==> config.mk <==
export PLATFORM = sky130hd
export DESIGN_NAME = chdr_pkt_len_enforcer
export DESIGN_NICKNAME = d
export VERILOG_FILES = /design/src/rtl/chdr_pkt_len_enforcer.sv
export SDC_FILE = /design/constraint.sdc
export NUM_CORES = 1
export LEC_CHECK = 0
export ABC_AREA = 1
export BUFFER_PORTS_ARGS = -buffer_cell sky130_fd_sc_hd__buf_2
export CORE_ASPECT_RATIO = 1.75
export CORE_MARGIN = 1
export CORE_UTILIZATION = 50
export DETAILED_ROUTE_END_ITERATION = 8
export HOLD_SLACK_MARGIN = 0.12
export PLACE_DENSITY = 0.85
export SLEW_MARGIN = 5
export SYNTH_ARGS = -nofsm -noshare
export SYNTH_HDL_FRONTEND = slang
export SYNTH_SLANG_ARGS = --single-unit
==> constraint.sdc <==
create_clock -name bus_clk -period 4.48 [get_ports bus_clk]
set_input_delay 0.224 -clock bus_clk [delete_from_list [all_inputs] [get_ports bus_clk]]
set_output_delay 0.224 -clock bus_clk [all_outputs]
set_load 0.02 [all_outputs]
==> src/rtl/chdr_pkt_len_enforcer.sv <==
// chdr_pkt_len_enforcer
// Sits on the DRAM FIFO output and makes the AXI-Stream framing agree with the
// CHDR header length: over-long packets are cut at the expected line count,
// runts are swallowed, short packets pass untouched. Framing errors are counted
// in saturating counters that the host can read and clear via the settings bus.
// The datapath is a zero-latency pass-through; only handshakes and tlast are
// steered by the small packet FSM.

module chdr_pkt_len_enforcer #(
   parameter logic [7:0] SR_BASE = 8'd0,
   parameter int         CNT_W   = 16
) (
   input  logic             bus_clk,
   input  logic             bus_rst,
   input  logic             set_stb,
   input  logic [7:0]       set_addr,
   input  logic [31:0]      set_data,
   input  logic [63:0]      i_tdata,
   input  logic             i_tlast,
   input  logic             i_tvalid,
   output logic             i_tready,
   output logic [63:0]      o_tdata,
   output logic             o_tlast,
   output logic             o_tvalid,
   input  logic             o_tready,
   output logic [CNT_W-1:0] pkt_cnt,
   output logic [CNT_W-1:0] short_cnt,
   output logic [CNT_W-1:0] long_cnt,
   output logic [CNT_W-1:0] runt_cnt
);

   typedef enum logic [1:0] {
      ST_HDR,
      ST_BODY,
      ST_DROP
   } state_t;

   state_t      state;
   logic        bypass;        // current packet was accepted with enable=0
   logic [12:0] line_cnt;      // lines of the current packet already forwarded
   logic [12:0] exp_lines_r;   // expected line count latched from the header
   logic        enable;
   logic        clr_pend;

   // Only bits [1:0] of the control word carry meaning.
   logic        ctrl_unused;
   assign ctrl_unused = ^set_data[31:2];

   // Header fields, valid whenever the FSM is waiting for a header.
   logic [15:0] hdr_len;
   logic        hdr_has_time;
   logic [16:0] len_p7;
   logic [12:0] hdr_exp_lines;
   logic        hdr_runt;
   logic        hdr_one_line;

   assign hdr_len       = i_tdata[47:32];
   assign hdr_has_time  = i_tdata[61];
   assign len_p7        = {1'b0, hdr_len} + 17'd7;
   assign hdr_exp_lines = len_p7[15:3];
   assign hdr_runt      = hdr_len < (hdr_has_time ? 16'd16 : 16'd8);
   assign hdr_one_line  = (hdr_exp_lines == 13'd1);

   logic [12:0] line_next;
   logic        body_at_end;

   assign line_next   = line_cnt + 13'd1;
   assign body_at_end = (line_next == exp_lines_r);

   assign o_tdata = i_tdata;

   // Handshake and tlast steering for the current state.
   always_comb begin
      // NOTE: every output gets a default first so no path can infer a latch.
      o_tvalid = 1'b0;
      i_tready = 1'b0;
      o_tlast  = 1'b0;
      if (!bus_rst) begin
         case (state)
            ST_HDR: begin
               if (!enable) begin
                  o_tvalid = i_tvalid;
                  i_tready = o_tready;
                  o_tlast  = i_tlast;
               end else if (hdr_runt) begin
                  i_tready = 1'b1;
               end else begin
                  o_tvalid = i_tvalid;
                  i_tready = o_tready;
                  o_tlast  = i_tlast | hdr_one_line;
               end
            end
            ST_BODY: begin
               o_tvalid = i_tvalid;
               i_tready = o_tready;
               o_tlast  = i_tlast | (!bypass && body_at_end);
            end
            ST_DROP: begin
               i_tready = 1'b1;
            end
            default: ;
         endcase
      end
   end

   logic beat;
   assign beat = i_tvalid && i_tready;

   logic hdr_check;
   logic body_check;
   assign hdr_check  = beat && (state == ST_HDR) && enable && !hdr_runt;
   assign body_check = beat && (state == ST_BODY) && !bypass;

   logic pkt_inc, runt_inc, long_inc, short_inc;
   assign pkt_inc   = beat && (state == ST_HDR) && (!enable || !hdr_runt);
   assign runt_inc  = beat && (state == ST_HDR) && enable && hdr_runt;
   assign long_inc  = (hdr_check && hdr_one_line && !i_tlast) ||
                      (body_check && body_at_end && !i_tlast);
   assign short_inc = (hdr_check && !hdr_one_line && i_tlast) ||
                      (body_check && !body_at_end && i_tlast);

   // Packet FSM: advances only on accepted input beats.
   always_ff @(posedge bus_clk or posedge bus_rst) begin
      if (bus_rst) begin
         state       <= ST_HDR;
         bypass      <= 1'b0;
         line_cnt    <= 13'd0;
         exp_lines_r <= 13'd0;
      end else if (beat) begin
         // NOTE: non-blocking assignments keep every register reading pre-edge values.
         case (state)
            ST_HDR: begin
               if (!enable) begin
                  bypass <= 1'b1;
                  if (!i_tlast) state <= ST_BODY;
               end else if (hdr_runt) begin
                  if (!i_tlast) state <= ST_DROP;
               end else begin
                  bypass      <= 1'b0;
                  line_cnt    <= 13'd1;
                  exp_lines_r <= hdr_exp_lines;
                  if (hdr_one_line) begin
                     if (!i_tlast) state <= ST_DROP;
                  end else if (!i_tlast) begin
                     state <= ST_BODY;
                  end
               end
            end
            ST_BODY: begin
               line_cnt <= line_next;
               if (bypass) begin
                  if (i_tlast) state <= ST_HDR;
               end else if (body_at_end) begin
                  state <= i_tlast ? ST_HDR : ST_DROP;
               end else if (i_tlast) begin
                  state <= ST_HDR;
               end
            end
            ST_DROP: begin
               if (i_tlast) state <= ST_HDR;
            end
            default: state <= ST_HDR;
         endcase
      end
   end

   // Control register: enable plus a self-clearing counter-clear request.
   always_ff @(posedge bus_clk or posedge bus_rst) begin
      if (bus_rst) begin
         enable   <= 1'b1;
         clr_pend <= 1'b0;
      end else begin
         clr_pend <= set_stb && (set_addr == SR_BASE) && set_data[1];
         if (set_stb && (set_addr == SR_BASE)) enable <= set_data[0];
      end
   end

   function automatic logic [CNT_W-1:0] sat_inc(input logic [CNT_W-1:0] v);
      return (&v) ? v : v + 1'b1;
   endfunction

   // Saturating counters; a pending clear overrides any increment.
   always_ff @(posedge bus_clk or posedge bus_rst) begin
      if (bus_rst) begin
         pkt_cnt   <= '0;
         short_cnt <= '0;
         long_cnt  <= '0;
         runt_cnt  <= '0;
      end else if (clr_pend) begin
         pkt_cnt   <= '0;
         short_cnt <= '0;
         long_cnt  <= '0;
         runt_cnt  <= '0;
      end else begin
         if (pkt_inc)   pkt_cnt   <= sat_inc(pkt_cnt);
         if (short_inc) short_cnt <= sat_inc(short_cnt);
         if (long_inc)  long_cnt  <= sat_inc(long_cnt);
         if (runt_inc)  runt_cnt  <= sat_inc(runt_cnt);
      end
   end

endmodule
Word-level counts from Yosys, hierarchy flattened
Cells that the tools add are included.
- logic and storage cells: 117
- bits of input ports: 110
- output and inout bits: 131
- flip-flop bits (word level): 95
- add/subtract/negate cells: 6
- bitwise operators: 3
- reductions and logical operators: 46
- eq/ne operators: 11
- multiplexer cells: 40
- $lt $le $gt $ge: 1
- operator list (operator ; count):
    16-bit 2-to-1 mux ; 12
    16-bit by 1-bit adder with 16-bit output, second input constant ; 4
    16-bit AND reduction ; 4
    13-bit 2-to-1 mux ; 2
    13-bit case mux with 2 select lines ; 1
    1-bit logical AND ; 19
    2-bit 2-to-1 mux ; 9
    16-bit by 3-bit adder with 16-bit output, second input constant ; 1
    16-bit by 5-bit less-than comparator with 1-bit output ; 1
    2-bit != test, second input constant ; 7
    13-bit by 1-bit adder with 13-bit output, second input constant ; 1
    13-bit by 1-bit equality test with 1-bit output, second input constant ; 1
    13-bit equality test ; 1
    1-bit 2-to-1 mux ; 11
    2-bit nonzero test ; 5
    8-bit logical NOT ; 1
    2-bit AND reduction ; 4
    4-bit AND reduction ; 2
    1-bit logical NOT ; 6
    2-bit case mux with 3 select lines ; 1
    5-bit 2-to-1 mux ; 1
    1-bit case mux with 2 select lines ; 2
    1-bit logical OR ; 3
    1-bit case mux with 3 select lines ; 1
    6 further kinds ; 7

Longest topological paths before layout
- depth after elaboration: 15
- gate-level depth with buffers: 18
- depth with buffers taken out: 18

Worst setup path after synthesis
OpenSTA, ideal clock, no wires.
- path type: input -> register
- start: in bus_rst
- end: reg short_cnt[6]
- stages: 11
- data arrival time: 3.765 ns
- path slack: 0.597 ns
- setup time: 0.118 ns
- buffers on the path: 1
- path through: inv_1 -> nand4_1 -> nor3_2 -> inv_2 -> nor2_4 -> nand3_1 -> nand3_2 -> nand2_2 -> buf_4 -> nand2_1 -> nand2_1
- longest elaborated chain between the ends: 10
- elaborated cells on any way between the ends: 14
- classes of those cells: 1 x mux; 13 x reduce/logical
- ends and longest elaborated chain (what ; RTL line ; text):
    start, declared ; 14 ; input logic bus_rst,
    1-bit 2-to-1 mux * ; 78 ; if (!bus_rst) begin
    1-bit logical AND * ; 107 ; assign beat = i_tvalid && i_tready;
    1-bit logical AND (3 in series) ; 111 ; assign hdr_check = beat && (state == ST_HDR) && enable && !hdr_runt;
    1-bit logical AND (2 in series) ; 119 ; assign short_inc = (hdr_check && !hdr_one_line && i_tlast) ||
    1-bit logical OR * ; 119 ;
    2-bit nonzero test (no source line) * ; -- ;
    2-bit AND reduction (no source line) * ; -- ;
    end signal, assigned ; 196 ; if (short_inc) short_cnt <= sat_inc(short_cnt);
    end, declared ; 27 ; output logic [CNT_W-1:0] short_cnt,
Every way passes the cells marked *; elsewhere a longest branch is shown, timed or not.
A chain may end at the register's enable or synchronous reset.

Worst setup path in the final report
- start: in bus_rst
- end: reg short_cnt[15]
Same word-level chain as after synthesis.

==> flow_summary.json <==
{
  "status": "finished clean",
  "dieArea_um2": 14400,
  "initialDrtViolationCount": 546,
  "reg2reg_slack_ps": 1570,
  "powerDensity_nw_per_um2": 366,
  "clk_path_buf_depth": 2,
  "initial_core_util_pct": 51.6,
  "fin_util_pct": 56.1,
  "worst_slew_pin_slew_ps": 1150,
  "post-route-drc-count": 0,
  "hold_viol": 0,
  "cp_max_fo": 43,
  "crit-reg2reg-launch": "state[0]",
  "synth_nets": 1163,
  "end_kind": "register",
  "setup_viol": 0,
  "crit_end": "short_cnt[15]",
  "r2r_cells": 12,
  "synth_edf_count": 0,
  "die_w_um": 91.1,
  "nNetsFinal": 1216,
  "fmax_mhz": 316,
  "antenna_found_initial": 0,
  "max-slew-margin-rel_pct": 23.1,
  "rows": 56,
  "power_frac_comb_pct": 29.6,
  "path_class": "input pin to register",
  "crit_start": "bus_rst",
  "post_cts_buffers": 0,
  "firstDrtPassIters": 5,
  "slew_violations": 0,
  "syn_avg_cell_area_um2": 6.63,
  "irDropWorstVdd_v": 0.000314,
  "required_ps": 4710,
  "final_common_cell": "nand2_1",
  "max_cap_violations": 0,
  "hpwlAfterDp_um": 13300,
  "track_usage_pct": 25.3,
  "pin_count": 241,
  "ant_nets": 0,
  "drive_above_1_share_pct": 13.9,
  "rsz0062_at_grt": "no",
  "grt_max_degree": 58,
  "cts.htree.levels": 3,
  "final.period_utilization_pct": 70.6,
  "numCtsBuffers": 9,
  "ctsHoldBuffers": 2,
  "wl_per_cell_um": 13.8,
  "final_cell_mix": "nand2_1, nor2_1, inv_1, buf_2, nand3_1",
  "period_minus_slack_ps": 3160,
  "num_antenna_cells": 0,
  "synthCells": 1047,
  "synth_cell_types": 40,
  "tns_ps": 0,
  "grt_pass1_vias": 6733,
  "worst_clock_skew_ps": 12.6,
  "crit_path_start_kind": "input pin",
  "clkTransAtPathRegs_ps": 70,
  "p_sw_uw": 1040,
  "drt_wl_total_um": 17700,
  "clock-root-buffer": "clkbuf_16",
  "seq_area_frac_synth_pct": 34.2,
  "gp_congestion": 0.955,
  "syn_to_final_growth_pct": 8.70,
  "clk_latency_ps": 350,
  "syn-cell-area_um2": 6950,
  "cts.sinks": 95,
  "viasPerCell": 5.44,
  "die_h_um": 158,
  "grt_pass1_wl_um": 29400,
  "seqPwrFrac_pct": 40.9,
  "coreArea_um2": 13500,
  "min_path_type": "input pin to register",
  "sw_frac_of_total_pct": 37.6,
  "p_leak_uw": 0.00381,
  "vias": 6957,
  "ys.flop_type": "dfrtp_1",
  "critPathArrivalTime_ps": 3390,
  "cts_tree": "done",
  "ctsResizeCount": 0,
  "clock_power_share_pct": 29.5,
  "intPower_uw": 1720,
  "grt_overflow": 0,
  "yosys_warnings": 0,
  "r2r_end": "short_cnt[15]",
  "async_flop_share_pct": 100,
  "ys_ff_latch": 95,
  "portBuffers": 116,
  "totalPowerFinal_uw": 2770
}
-- routing by layer --
layer	wire [um]	global-route usage, %
met4	1030	18.5
met2	9460	48.0
met3	814	3.36
met1	6370	24.9
met5	0	0
-- registers in the layout, summed over array words and instances, names as in the netlist --
register / cells
state: 2
pkt_cnt: 16
line_cnt: 13
enable: 1
short_cnt: 16
bypass: 1
exp_lines_r: 13
long_cnt: 16
clr_pend: 1
runt_cnt: 16
-- power groups by stage --
stage	Clock [uW]	Combinational [uW]	Sequential, uW
after floorplan	0	647	1150
after global placement	0	787	1130
after detailed placement	0	807	1140
after CTS	826	818	1130
after global routing	852	933	1150
final	815	820	1130
-- cells in the mapped netlist (8+ instances only) --
master	instances	share of area (%)
a21oi_1	26	1.9
buf_4	65	7.0
clkbuf_1	11	0.59
dfrtp_1	94	34
inv_1	125	6.8
nand2_1	277	15
nand3_1	110	7.9
nand4_1	25	2.3
nor2_1	142	7.7
nor3_1	30	2.2
o21ai_0	48	3.5
o31ai_1	8	0.86
xor2_1	22	2.8
-- how the worst min path moves through the flow --
stage / cells past startpoint / start / end
floorplan: 2 / set_data[0] / enable
global placement: 2 / bus_rst / pkt_cnt[1]
detailed placement: 2 / bus_rst / pkt_cnt[1]
CTS: 2 / set_data[1] / clr_pend
global route: 2 / set_data[1] / clr_pend
finish: 2 / set_data[1] / clr_pend
-- cell type report --
| class | count | area [um2] |
|---|---|---|
| clock inverters | 7 | 86.3 |
| fillers | 1302 | 5900 |
| clock buffers | 9 | 225 |
| multi-input cells | 744 | 3530 |
| flip-flops and latches | 95 | 2380 |
| well taps | 174 | 218 |
| repair buffers | 122 | 631 |
| inverters | 128 | 483 |
-- critical path: stages --
cell,delay [ps]
dlygate4sd3_1,540
buf_2,150
inv_4,390
nand4_1,220
nor3_2,610
inv_2,240
nor2_4,180
nand3_1,130
nand3_2,260
nand2_2,250
nand2_1,110
nand2_1,50
-- cell families (layout without fill, tap and decap cells) --
kind of cell / after synthesis / in the layout / synth area share (%)
and+or+nand+nor: 615 / 615 / 38.5
buffers and inverters: 208 / 266 / 14.9
AOI/OAI and AO/OA: 96 / 96 / 7.60
xor gates and xnor gates: 27 / 27 / 3.60
DFF: 95 / 95 / 34.2
adders and majority gates: 6 / 6 / 1.08
-- through the flow --
step	cells	hold slack, ps	area (um2)	setup slack (ps)
after floorplan	1047	338	6950	597
after global placement	1261	318	7220	1620
after detailed placement	1261	322	7220	1520
after CTS	1279	120	7550	1300
after global routing	1279	138	7550	1030
final	1279	125	7550	1320
Note: power is estimated with default switching activity, not from simulation.
